`src/rtl/sr_latch_driver.sv`:
```
// Debounces set/clear requests and drives the sr_latch s/r/en pins through a
// setup/strobe/hold sequence, then checks q feedback against the expected value.
//
// state  | meaning
// -------+-------------------------------------------------------------
// IDLE   | outputs low, waiting for a debounced set or clear event
// SETUP  | s/r driven from exp, en low
// STROBE | s/r driven from exp, en high
// HOLD   | s/r driven from exp, en low again
// CHECK  | all pins low, done pulse, q_fb compared against exp
module sr_latch_driver #(
    parameter int DEBOUNCE_CYCLES = 4,
    parameter int SETUP_CYCLES    = 1,
    parameter int STROBE_CYCLES   = 2,
    parameter int HOLD_CYCLES     = 1
) (
    input  logic clk,
    input  logic rst,
    input  logic set_req,
    input  logic clr_req,
    input  logic q_fb,
    output logic s,
    output logic r,
    output logic en,
    output logic busy,
    output logic done,
    output logic err
);

    localparam int DB_W   = $clog2(DEBOUNCE_CYCLES + 1);
    localparam int PH_MAX = (SETUP_CYCLES > STROBE_CYCLES) ?
                            ((SETUP_CYCLES > HOLD_CYCLES) ? SETUP_CYCLES : HOLD_CYCLES) :
                            ((STROBE_CYCLES > HOLD_CYCLES) ? STROBE_CYCLES : HOLD_CYCLES);
    localparam int PH_W   = (PH_MAX > 1) ? $clog2(PH_MAX) : 1;

    localparam logic [DB_W-1:0] DB_FULL   = DB_W'(DEBOUNCE_CYCLES);
    localparam logic [PH_W-1:0] SETUP_LD  = PH_W'(SETUP_CYCLES - 1);
    localparam logic [PH_W-1:0] STROBE_LD = PH_W'(STROBE_CYCLES - 1);
    localparam logic [PH_W-1:0] HOLD_LD   = PH_W'(HOLD_CYCLES - 1);

    typedef enum logic [2:0] {
        IDLE   = 3'd0,
        SETUP  = 3'd1,
        STROBE = 3'd2,
        HOLD   = 3'd3,
        CHECK  = 3'd4
    } state_t;

    logic [DB_W-1:0] set_cnt;
    logic [DB_W-1:0] clr_cnt;
    logic            set_armed;
    logic            clr_armed;
    logic            set_ev;
    logic            clr_ev;

    assign set_ev = set_armed && (set_cnt == DB_FULL);
    assign clr_ev = clr_armed && (clr_cnt == DB_FULL);

    // An event always disarms its channel, whether or not the FSM accepts it.
    always_ff @(posedge clk or posedge rst) begin
        if (rst) begin
            set_cnt   <= '0;
            set_armed <= 1'b1;
        end else if (!set_req) begin
            set_cnt   <= '0;
            set_armed <= 1'b1;
        end else begin
            if (set_cnt != DB_FULL)
                set_cnt <= set_cnt + 1'b1;
            if (set_ev)
                set_armed <= 1'b0;
        end
    end

    always_ff @(posedge clk or posedge rst) begin
        if (rst) begin
            clr_cnt   <= '0;
            clr_armed <= 1'b1;
        end else if (!clr_req) begin
            clr_cnt   <= '0;
            clr_armed <= 1'b1;
        end else begin
            if (clr_cnt != DB_FULL)
                clr_cnt <= clr_cnt + 1'b1;
            if (clr_ev)
                clr_armed <= 1'b0;
        end
    end

    state_t          state;
    logic [PH_W-1:0] phase;
    logic            exp_q;

    always_ff @(posedge clk or posedge rst) begin
        if (rst) begin
            state <= IDLE;
            phase <= '0;
            exp_q <= 1'b0;
            s     <= 1'b0;
            r     <= 1'b0;
            en    <= 1'b0;
            busy  <= 1'b0;
            done  <= 1'b0;
            err   <= 1'b0;
        end else begin
            case (state)
                IDLE: begin
                    // Clear has priority when both events land together.
                    if (clr_ev || set_ev) begin
                        exp_q <= !clr_ev;
                        s     <= !clr_ev;
                        r     <= clr_ev;
                        busy  <= 1'b1;
                        phase <= SETUP_LD;
                        state <= SETUP;
                    end
                end
                SETUP: begin
                    if (phase == '0) begin
                        en    <= 1'b1;
                        phase <= STROBE_LD;
                        state <= STROBE;
                    end else begin
                        phase <= phase - 1'b1;
                    end
                end
                STROBE: begin
                    if (phase == '0) begin
                        en    <= 1'b0;
                        phase <= HOLD_LD;
                        state <= HOLD;
                    end else begin
                        phase <= phase - 1'b1;
                    end
                end
                HOLD: begin
                    if (phase == '0) begin
                        s     <= 1'b0;
                        r     <= 1'b0;
                        done  <= 1'b1;
                        phase <= '0;
                        state <= CHECK;
                    end else begin
                        phase <= phase - 1'b1;
                    end
                end
                CHECK: begin
                    done  <= 1'b0;
                    busy  <= 1'b0;
                    state <= IDLE;
                    if (q_fb != exp_q)
                        err <= 1'b1;
                end
                default: begin
                    s     <= 1'b0;
                    r     <= 1'b0;
                    en    <= 1'b0;
                    busy  <= 1'b0;
                    done  <= 1'b0;
                    phase <= '0;
                    state <= IDLE;
                end
            endcase
        end
    end

endmodule

```
`config.mk`:
```
export PLATFORM = sky130hd
export DESIGN_NAME = sr_latch_driver
export DESIGN_NICKNAME = d
export VERILOG_FILES = /design/src/rtl/sr_latch_driver.sv
export SDC_FILE = /design/constraint.sdc
export NUM_CORES = 1
export LEC_CHECK = 0
export CAP_MARGIN = 15
export CORE_UTILIZATION = 47
export DETAILED_ROUTE_END_ITERATION = 8
export HOLD_SLACK_MARGIN = 0.05
export PLACE_DENSITY = 0.8
export SYNTH_ARGS = -nofsm -noshare
export SYNTH_HDL_FRONTEND = slang
export SYNTH_SLANG_ARGS = --single-unit
```
`constraint.sdc`:
```
create_clock -name clk -period 1.5 [get_ports clk]
set_clock_uncertainty 0.2 [all_clocks]
set_input_delay 0.3 -clock clk [delete_from_list [all_inputs] [get_ports clk]]
set_output_delay 0.3 -clock clk [all_outputs]
set_load 0.005 [all_outputs]
```
==> results of run 1 <==
-- area by class of cell --
type / count / area, um2 / share of cell area
timing repair buffer: 20 / 169 / 0.145
tap: 25 / 31.3 / 0.0268
multi-input combinational: 58 / 429 / 0.368
clock buffer: 4 / 26.3 / 0.0225
sequential: 19 / 478 / 0.409
inverter: 9 / 33.8 / 0.0289
-- stage by stage --
stage | setup TNS, ps | cell area (um2) | hold slack, ps
floorplan | 0 | 905 | 49.7
finish | 0 | 1170 | 111
detailed placement | -85.3 | 1070 | 250
global placement | -16.6 | 1070 | 250
CTS | 0 | 1140 | 101
global route | -4.77 | 1170 | 149
-- cell usage in the layout (no fill, tap or decap) --
master | netlist | layout
sky130_fd_sc_hd__and2_1 | 2 | 2
sky130_fd_sc_hd__and3_1 | 1 | 1
sky130_fd_sc_hd__a31o_2 | 1 | 1
sky130_fd_sc_hd__dfstp_2 | 2 | 2
sky130_fd_sc_hd__buf_4 | 1 | 10
sky130_fd_sc_hd__xor2_1 | 1 | 1
sky130_fd_sc_hd__clkbuf_1 | 0 | 1
sky130_fd_sc_hd__a211oi_2 | 0 | 1
sky130_fd_sc_hd__inv_1 | 9 | 5
sky130_fd_sc_hd__nand3b_1 | 1 | 1
sky130_fd_sc_hd__inv_2 | 0 | 4
sky130_fd_sc_hd__clkbuf_4 | 0 | 3
sky130_fd_sc_hd__nor2b_1 | 2 | 2
sky130_fd_sc_hd__clkdlybuf4s50_1 | 0 | 4
sky130_fd_sc_hd__nor2_1 | 4 | 4
sky130_fd_sc_hd__ha_1 | 4 | 2
sky130_fd_sc_hd__xnor2_1 | 3 | 3
sky130_fd_sc_hd__o21ba_2 | 1 | 1
sky130_fd_sc_hd__nand3_4 | 0 | 2
sky130_fd_sc_hd__mux2i_1 | 1 | 1
sky130_fd_sc_hd__a21boi_0 | 3 | 3
sky130_fd_sc_hd__a21oi_1 | 4 | 4
sky130_fd_sc_hd__a31oi_1 | 2 | 2
sky130_fd_sc_hd__nand2_1 | 9 | 9
sky130_fd_sc_hd__clkdlybuf4s15_1 | 0 | 1
sky130_fd_sc_hd__or3_4 | 1 | 1
sky130_fd_sc_hd__o21a_1 | 2 | 2
sky130_fd_sc_hd__dfrtp_1 | 17 | 17
sky130_fd_sc_hd__ha_4 | 0 | 2
sky130_fd_sc_hd__o21bai_1 | 1 | 1
sky130_fd_sc_hd__a21o_1 | 1 | 1
sky130_fd_sc_hd__nand3_1 | 6 | 4
sky130_fd_sc_hd__or2_4 | 1 | 1
sky130_fd_sc_hd__dlygate4sd2_1 | 0 | 5
sky130_fd_sc_hd__o21ai_0 | 6 | 6
-- logic make-up after synthesis --
logic type | Yosys count | synth area share
xor+xnor | 4 | 0.0387
simple gates | 27 | 0.152
mux | 1 | 0.0111
compound gates | 22 | 0.156
fa+ha+maj | 4 | 0.0553
flops | 19 | 0.528
buf+inv | 11 | 0.0581
-- worst paths after layout --
kind,start,cells past startpoint,slack [ps],end
min reg2reg,clr_armed,2,290,clr_armed
max in group asynchronous,rst,3,730,clr_armed
min,rst,3,110,clr_cnt[2]
max,state[0],3,50,s
max reg2reg,state[0],3,50,s
min in group clk,clr_armed,2,290,clr_armed
-- per-layer routing --
layer  global-route usage  up-vias  wire [um]
met1                0.223      316        740
met4               0.0882        0         26
met3               0.0595        4         62
met5                    0        -          0
li1                     -      338          -
met2                0.299       11        842
-- worst max-delay path, cell delays in order, from the launching register on --
cell and delay (ps):
sky130_fd_sc_hd__dfrtp_1 390, sky130_fd_sc_hd__or3_4 410, sky130_fd_sc_hd__or2_4 250, sky130_fd_sc_hd__o21a_1 100
-- repair_timing --
item / 4_1_cts / 5_1_grt
pin swaps: 1 / 2
gates resized for setup: 11 / 9
setup endpoints to repair: 9 / 8
setup buffers: 3 / 0
-- power groups by stage --
| stage | combinational, mW | sequential (mW) | clock [mW] |
|---|---|---|---|
| floorplan | 0.456 | 0.786 | 0 |
| global placement | 0.728 | 0.777 | 0 |
| detailed placement | 0.753 | 0.782 | 0 |
| CTS | 0.794 | 0.766 | 0.266 |
| global route | 0.903 | 0.794 | 0.286 |
| finish | 0.821 | 0.774 | 0.254 |
==> metrics.md, run 1 <==
| Metric | Value |
|---|---|
| Outcome | complete, no violations |
| Overall die width | around 46 um |
| CP Class | flip-flop to flip-flop |
| Relative slew slack | 0.788 |
| Library cells used by synthesis | 28 |
| Std cell rows | 15 |
| Vias per cell | 4.96 |
| Remaining design rule violation count | 0 |
| Cell at the root of the clock tree | sky130_fd_sc_hd__clkbuf_4 |
| Vias | 669 |
| Post-synthesis net count | slightly below 100 |
| Number of placed instances with taps included | 128 |
| Final Non-Filler Cells | between 100 and 150 |
| Cell count after synthesis | between 80 and 90 |
| Power per cell area | between 1500 and 2000 nW/um2 |
| Total routed wirelength | 1670 um |
| Die height | approximately 46 um |
| HPWL after detailed placement | around 1200 um |
| Number of inserted filler cells in the final layout | ~170 |
| TritonCTS Sinks | 19 |
| Fmax | 691 MHz |
| Critical Path Sink Type | flip-flop |
| Switching power | between 600 and 700 uW |
| Final GP Congestion | approximately 0.77 |
| H-tree level count | 1 |
| Core Box Area | 1760 um2 |
| Overall track demand over capacity in global routing | 0.186 |
| Synth-to-layout area growth | 29.0% |
| Part of the Yosys area used for sequential elements | 0.528 |
| Share of post-route cells with drive strength above 1 | 0.255 |
| Number of failing setup endpoints in the final timing report | 0 |
| Final antenna-violating net count | 0 |
| Number of antenna violations at the first check in global routing | 0 |
| Synth top area share | 0.470 |
| Number of diodes added for antenna fixing | 0 |
| Detailed-router iteration count before antenna repair | 3 |
| Maximum count of clock buffers along a single path | 2 |
| Portion of total power attributed to sequential cells | 0.418 |
| Top FF cell, synth | sky130_fd_sc_hd__dfrtp_1 |
| Global-route wire length before repair | about 2700 um |
| Die area | approximately 2100 um2 |
| Count of hold-fix buffers inserted at cts | 0 |
| Count of boundary I/O pins | 11 |
| Mapped Area | between 900 and 1000 um2 |
| Synthesis warning total | 0 |
| Worst setup SP type | flip-flop |
| Most common library cells after synthesis | sky130_fd_sc_hd__dfrtp_1 (17), sky130_fd_sc_hd__inv_1 (9), sky130_fd_sc_hd__nand2_1 (9), sky130_fd_sc_hd__nand3_1 (6), sky130_fd_sc_hd__o21ai_0 (6) |
| Share of total power in combinational logic | 0.444 |
| Clock tree from TritonCTS | done |
| Data required time at the worst endpoint | ~1500 ps |
| Tightest Pin Transition | between 300 and 400 ps |
| Final Slew Violations | 0 |
| Top-count cell post-synth | sky130_fd_sc_hd__dfrtp_1 |
| Clock latency on the worst-skew pair | 300 ps |
| Final hold violations | 0 |
| Number of DRC markers in iteration 0 | 10 |
| Input/output buffers | 10 |
| Mean cell area of the mapped netlist | ~10 um2 |
| Clock buffer count from CTS | 3 |
| Dpl ws | -81.6 ps |
| Design internal power | approximately 1.2 mW |
| Max FO, Critical Path | 3 |
| Main area contributors after synthesis | sky130_fd_sc_hd__dfrtp_1 (47%), sky130_fd_sc_hd__dfstp_2 (5.8%), sky130_fd_sc_hd__ha_1 (5.5%) |
| Final layout net count | 120 |
| Min Clock Period, post-route | around 1400 ps |
| Switching Fraction | 0.336 |
| Average wire per cell in the routed design | ~12 um |
| Number of global-route vias before repair | around 610 |
| Regs by FF count | clr_cnt: 3 flops, set_cnt: 3 flops, state: 3 flops |
| Global-route congestion overflow total | 0 |
| Share of the cycle needed by the critical path after routing | 0.965 |
| Initial cell density of the core | 0.513 |
| Number of register bits inferred by synthesis | 19 |
| Number of max-capacitance violations reported | 0 |
| Worst hold path type | primary input to async pin |
| Largest vdd supply drop | approximately 760 uV |
| Synth async-reset ratio | 1.00 |
| Fin worst setup slack | 51.9 ps |
| Fraction of the core area covered by cells at the end of the flow | 0.662 |
| Pin count of the biggest net entering global routing | 20 |
| Clk slew on worst S/H paths | approximately 100 ps |
| Leak pwr | ~0.54 nW |
| WP data arrival | around 1400 ps |
| Number of flops mapped to enable cells by yosys | 0 |
| Tot Pwr | approximately 1.8 mW |
| Top cell type by total area after synthesis | sky130_fd_sc_hd__dfrtp_1 |
| Relative contribution of the clock network to total power | 0.137 |
No activity file was read; power rests on OpenSTA's default activity.
==> inputs of run 2 (changes only) <==
--- a/config.mk
+++ b/config.mk
@@ -7,6 +7,7 @@
 export LEC_CHECK = 0
 export CAP_MARGIN = 15
 export CORE_UTILIZATION = 47
+export CTS_CLUSTER_DIAMETER = 120
 export DETAILED_ROUTE_END_ITERATION = 8
 export HOLD_SLACK_MARGIN = 0.05
 export PLACE_DENSITY = 0.8
==> results of run 2 <==
Same layout as run 1: the final DEF is identical, and so are final timing and power.
